--- config.mk ---
export PLATFORM = sky130hd
export DESIGN_NAME = uart_alu_ctrl
export DESIGN_NICKNAME = d
export VERILOG_FILES = /design/src/rtl/uart_alu_ctrl.sv
export SDC_FILE = /design/constraint.sdc
export NUM_CORES = 1
export LEC_CHECK = 0
export ABC_AREA = 1
export CORE_MARGIN = 3
export CORE_UTILIZATION = 39
export DETAILED_ROUTE_END_ITERATION = 7
export GPL_TIMING_DRIVEN = 0
export HOLD_SLACK_MARGIN = 0.06
export PLACE_DENSITY_LB_ADDON = 0.08
export SYNTH_ARGS = -nofsm -noshare
export SYNTH_HDL_FRONTEND = slang
export SYNTH_SLANG_ARGS = --single-unit
--- constraint.sdc ---
create_clock -name i_clock -period 1.08 [get_ports i_clock]
set_input_delay 0.108 -clock i_clock [delete_from_list [all_inputs] [get_ports i_clock]]
set_output_delay 0.108 -clock i_clock [all_outputs]
set_load 0.01 [all_outputs]
--- src/rtl/uart_alu_ctrl.sv ---
// Sequences UART RX bytes (A, B, opcode) into the ALU and hands the result to UART TX.
// Optional inter-byte timeout: define UART_CTRL_TIMEOUT_EN.
module uart_alu_ctrl #(
  parameter int DATA_WIDTH    = 8,
  parameter int OP_WIDTH      = 6,
  parameter int TIMEOUT_TICKS = 2560
) (
  input  logic                  i_clock,
  input  logic                  i_reset,
  input  logic                  i_tick,
  input  logic                  i_rx_done,
  input  logic [DATA_WIDTH-1:0] i_rx_data,
  input  logic [DATA_WIDTH-1:0] i_alu_result,
  input  logic                  i_tx_done,
  output logic [DATA_WIDTH-1:0] o_alu_a,
  output logic [DATA_WIDTH-1:0] o_alu_b,
  output logic [OP_WIDTH-1:0]   o_alu_op,
  output logic                  o_tx_start,
  output logic [DATA_WIDTH-1:0] o_tx_data,
  output logic                  o_busy,
  output logic                  o_overrun,
  output logic                  o_error
);

  typedef enum logic [5:0] {
    S_WAIT_A  = 6'b000001,
    S_WAIT_B  = 6'b000010,
    S_WAIT_OP = 6'b000100,
    S_COMPUTE = 6'b001000,
    S_SEND    = 6'b010000,
    S_WAIT_TX = 6'b100000
  } state_t;

  state_t state;
  logic   timeout;
  logic   collecting;

  assign collecting = (state == S_WAIT_B) || (state == S_WAIT_OP);
  assign o_tx_start = (state == S_SEND);
  assign o_busy     = (state == S_COMPUTE) || (state == S_SEND) || (state == S_WAIT_TX);

`ifdef UART_CTRL_TIMEOUT_EN
  localparam int CW = $clog2(TIMEOUT_TICKS + 1);
  localparam logic [CW-1:0] TO_MAX = CW'(TIMEOUT_TICKS);

  logic [CW-1:0] tick_cnt;

  assign timeout = collecting && (tick_cnt == TO_MAX);

  // Counter only runs between bytes of a partially received transaction.
  always_ff @(posedge i_clock) begin
    if (i_reset) begin
      tick_cnt <= '0;
      o_error  <= 1'b0;
    end else begin
      o_error <= timeout;
      if (timeout || i_rx_done || (state == S_WAIT_A)) begin
        tick_cnt <= '0;
      end else if (i_tick && collecting && (tick_cnt != TO_MAX)) begin
        tick_cnt <= tick_cnt + CW'(1);
      end
    end
  end
`else
  logic unused_tick;

  assign unused_tick = i_tick ^ collecting;
  assign timeout     = 1'b0;
  assign o_error     = 1'b0;
`endif

  always_ff @(posedge i_clock) begin
    if (i_reset) begin
      state     <= S_WAIT_A;
      o_alu_a   <= '0;
      o_alu_b   <= '0;
      o_alu_op  <= '0;
      o_tx_data <= '0;
      o_overrun <= 1'b0;
    end else begin
      // A byte arriving while a result is in flight has nowhere to go.
      if (i_rx_done && o_busy) begin
        o_overrun <= 1'b1;
      end
      if (timeout) begin
        state <= S_WAIT_A;
      end else begin
        case (state)
          S_WAIT_A: begin
            if (i_rx_done) begin
              o_alu_a <= i_rx_data;
              state   <= S_WAIT_B;
            end
          end
          S_WAIT_B: begin
            if (i_rx_done) begin
              o_alu_b <= i_rx_data;
              state   <= S_WAIT_OP;
            end
          end
          S_WAIT_OP: begin
            if (i_rx_done) begin
              o_alu_op <= i_rx_data[OP_WIDTH-1:0];
              state    <= S_COMPUTE;
            end
          end
          S_COMPUTE: begin
            o_tx_data <= i_alu_result;
            state     <= S_SEND;
          end
          S_SEND: begin
            state <= S_WAIT_TX;
          end
          S_WAIT_TX: begin
            if (i_tx_done) begin
              state <= S_WAIT_A;
            end
          end
          default: begin
            state <= S_WAIT_A;
          end
        endcase
      end
    end
  end

endmodule

==> impl_metrics.yaml <==
clock_network:
  ctsHtreeMaxLevel: 2
  clkTransAtPathRegs_ns: 0.08
  cts_root_buf: "clkbuf_8"
  cts_tree: "done"
  clock-sinks: 37
  cts_max_path_buffers: 2
  clk_latency_ns: 0.29
  cts_buffers: 5
worst_setup_path:
  critical_path_arrival_ns: 1.23
  max_stage_delay_ns: 0.36
  crit_path_top_delay_cell: "dfxtp_4"
  path_buf_inv: 1
  crit_required_ns: 0.97
  path_cells: "nor2_4 > nand3_2 > nand3_2 > buf_6"
  worst-path-stages: 4
  crit_family: "simple AND/OR/NAND/NOR gates"
  cpMostUsedCell: "nand3_2"
  r2r_cells: 6
  cp-start-kind: "register"
  end_kind: "output pin"
  crit_type: "register to output pin"
  critPathMaxFanout: 5
synth:
  synthCells: 173
  synth_seq_cells: 37
  synth-simple-area-share: 0.191
  synth_mux_area_frac: 0
  ys_seq_area_frac: 0.503
  synth_top_family_by_area: "compound AO/OA/AOI/OAI gates"
  syn-num-nets: 194
  synth_cell_type_count: 24
  synth-xor-area-share: 0
  yosysWarnings: 0
  synth_compound_area_frac: 0.210
  postSynthAreaPerCell_um2: 8.51
  netlist_top_cells_area: "dfxtp_1, o21ai_0, nor2_1, a21oi_1, inv_1"
  synth_fa_ha_area_frac: 0
  syn-cell-area_mm2: 0.00147
  synth_top_area_cell: "dfxtp_1"
  synth_top_area_frac: 0.503
die:
  fp.dieH_um: 67.5
  rows: 21
  dieArea_mm2: 0.00455
  initial_utilization: 0.421
  fp.dieW_um: 67.5
  core_mm2: 0.00349
  boundaryPins: 55
sta:
  skew_ns: 0.00682
  final_hold_viol_count: 0
  timing.final.max_slew_violations: 0
  setup_viol_count_final: 36
  holdWs_ns: 0.364
  layout_setup_ws_ns: -0.257
  rsz0062_at_grt: "yes"
  finalCritPeriodShare: 1.24
  period_minus_slack_ns: 1.34
  fmax_ghz: 0.748
placement:
  post_dp_cell_area_mm2: 0.00207
  gp_congestion: 0.747
  placed_cells: 271
  dpl.hpwl_um: 2670
  io_buffers: 52
finish:
  multiInputGateArea_um2: 712
  diodes: 0
  finalInstanceArea_mm2: 0.00242
  final_util: 0.692
  regArea_um2: 758
  fin_nets: 270
  fill_cells: 276
  drive_gt1_frac: 0.360
  syn2layout_area_growth_pct: 64.1
  stdcell_count: 296
power_and_ir_drop:
  power_switching_w: 0.000820
  seq_power_share: 0.451
  power.clock.fraction: 0.391
  power_frac_comb: 0.158
  peakVddDrop_uv: 963
  leakage_nw: 1.12
  p_int_w: 0.00241
  pwr_density_cell_mw_per_mm2: 1340
  switching_share: 0.254
run:
  cap_viol_max_count: 0
status:
  status: "finished with violations"
  violations: "setup timing"
grt:
  gr-total-overflow: 0
  antenna_found_initial: 0
  grt_pass1_wl_um: 7060
  grt_pass1_vias: 1484
  grtUsageTotal: 0.214
  grt_max_degree: 13
drt:
  drtIter0Drc: 76
  vias: 1443
  routed_via_density: 4.88
  drtAntennaViolNets: 0
  dr.pass1.iters: 4
  route.detailed.drc: 0
  wirelength_um: 4280
  drt-wirelength-per-cell_um: 14.5
worst_hold_path:
  holdPathStages: 3
  min_path_type: "input port to register"
[sequential cells by signal, summed over array words and instances (netlist names)]
name	cells
o_overrun	1
o_tx_data	8
state	6
o_alu_a	8
o_alu_b	8
o_alu_op	6
[final timing paths]
path           endpoint      start  slack (ns)
max              o_busy   state[4]       -0.26
min           o_overrun  i_rx_done        0.36
max reg2reg  o_alu_b[1]   state[4]       -0.23
min reg2reg   o_overrun  o_overrun        0.48
[Yosys cell counts (all sizes together)]
library cell,number
conb,1
nor3,1
nand4,2
nor2,34
nand2,4
o21ai,30
o21a,1
inv,21
buf,6
a21oi,25
nand3,9
dfxtp,37
clkbuf,2
[worst min-delay path: cells and delay by family]
family	cells	cell delay (ns)
and+or+nand+nor	1	0.07
buffers and inverters	1	0.36
AOI/OAI and AO/OA	1	0.09
[placed cells by master, fill, tap and decap left out, types with 5 or more instances in the layout]
cell	count
clkbuf_8	6
inv_2	5
o21ai_1	14
clkdlybuf4s50_1	18
dlygate4sd2_1	28
buf_6	12
a21oi_1	9
a21oi_2	16
o21ai_0	6
nor2_1	25
buf_4	11
inv_1	15
o21ai_2	10
dfxtp_1	31
nor2_4	7
[cells by family (layout without fill, tap and decap cells)]
family | count (synthesis) | in the layout
compound gates | 56 | 56
buf+inv | 29 | 105
flops | 37 | 37
other cells | 1 | 1
simple gates | 50 | 51
[what timing repair did]
item | 4_1_cts | 5_1_grt
gates resized for setup | 85 | 25
hold buffers | 0 | 0
cloned | 4 | 0
setup buffers | 10 | 3
pin swaps | 17 | 3
endpoints found under the setup margin | 66 | 39
[stage by stage]
step                setup TNS (ns)  total power, W  worst slack [ns]
global route                 -9.04         0.00335            -0.323
finish                       -6.24         0.00323            -0.257
detailed placement          -13.71         0.00191            -0.506
CTS                          -5.91         0.00323            -0.246
floorplan                   -0.344         0.00170           -0.0351
global placement            -12.91         0.00190            -0.477
[metal layers]
metal | vias to the layer above | track usage | part of all wire
met5 | - | 0 | 0
met4 | 0 | 0.0962 | 0.025
met3 | 9 | 0.0765 | 0.068
met2 | 51 | 0.369 | 0.51
met1 | 666 | 0.234 | 0.40
li1 | 717 | - | -
[cell type report]
cell class                 count  share of cell area
tap                           46              0.0238
multi-input combinational    108               0.295
timing repair buffer          68               0.258
sequential                    37               0.314
inverter                      21              0.0342
buffer                         8              0.0264
clock buffer                   6              0.0342
clock inverter                 2              0.0150
[power by group through the flow]
stage	registers (W)	clock network [W]	logic (W)
2_1_floorplan	0.00150	0	0.000200
3_3_place_gp	0.00148	0	0.000412
3_5_place_dp	0.00149	0	0.000420
4_1_cts	0.00145	0.00129	0.000482
5_1_grt	0.00146	0.00134	0.000552
6_report	0.00146	0.00126	0.000509
Power figures use the tool's default switching activity.
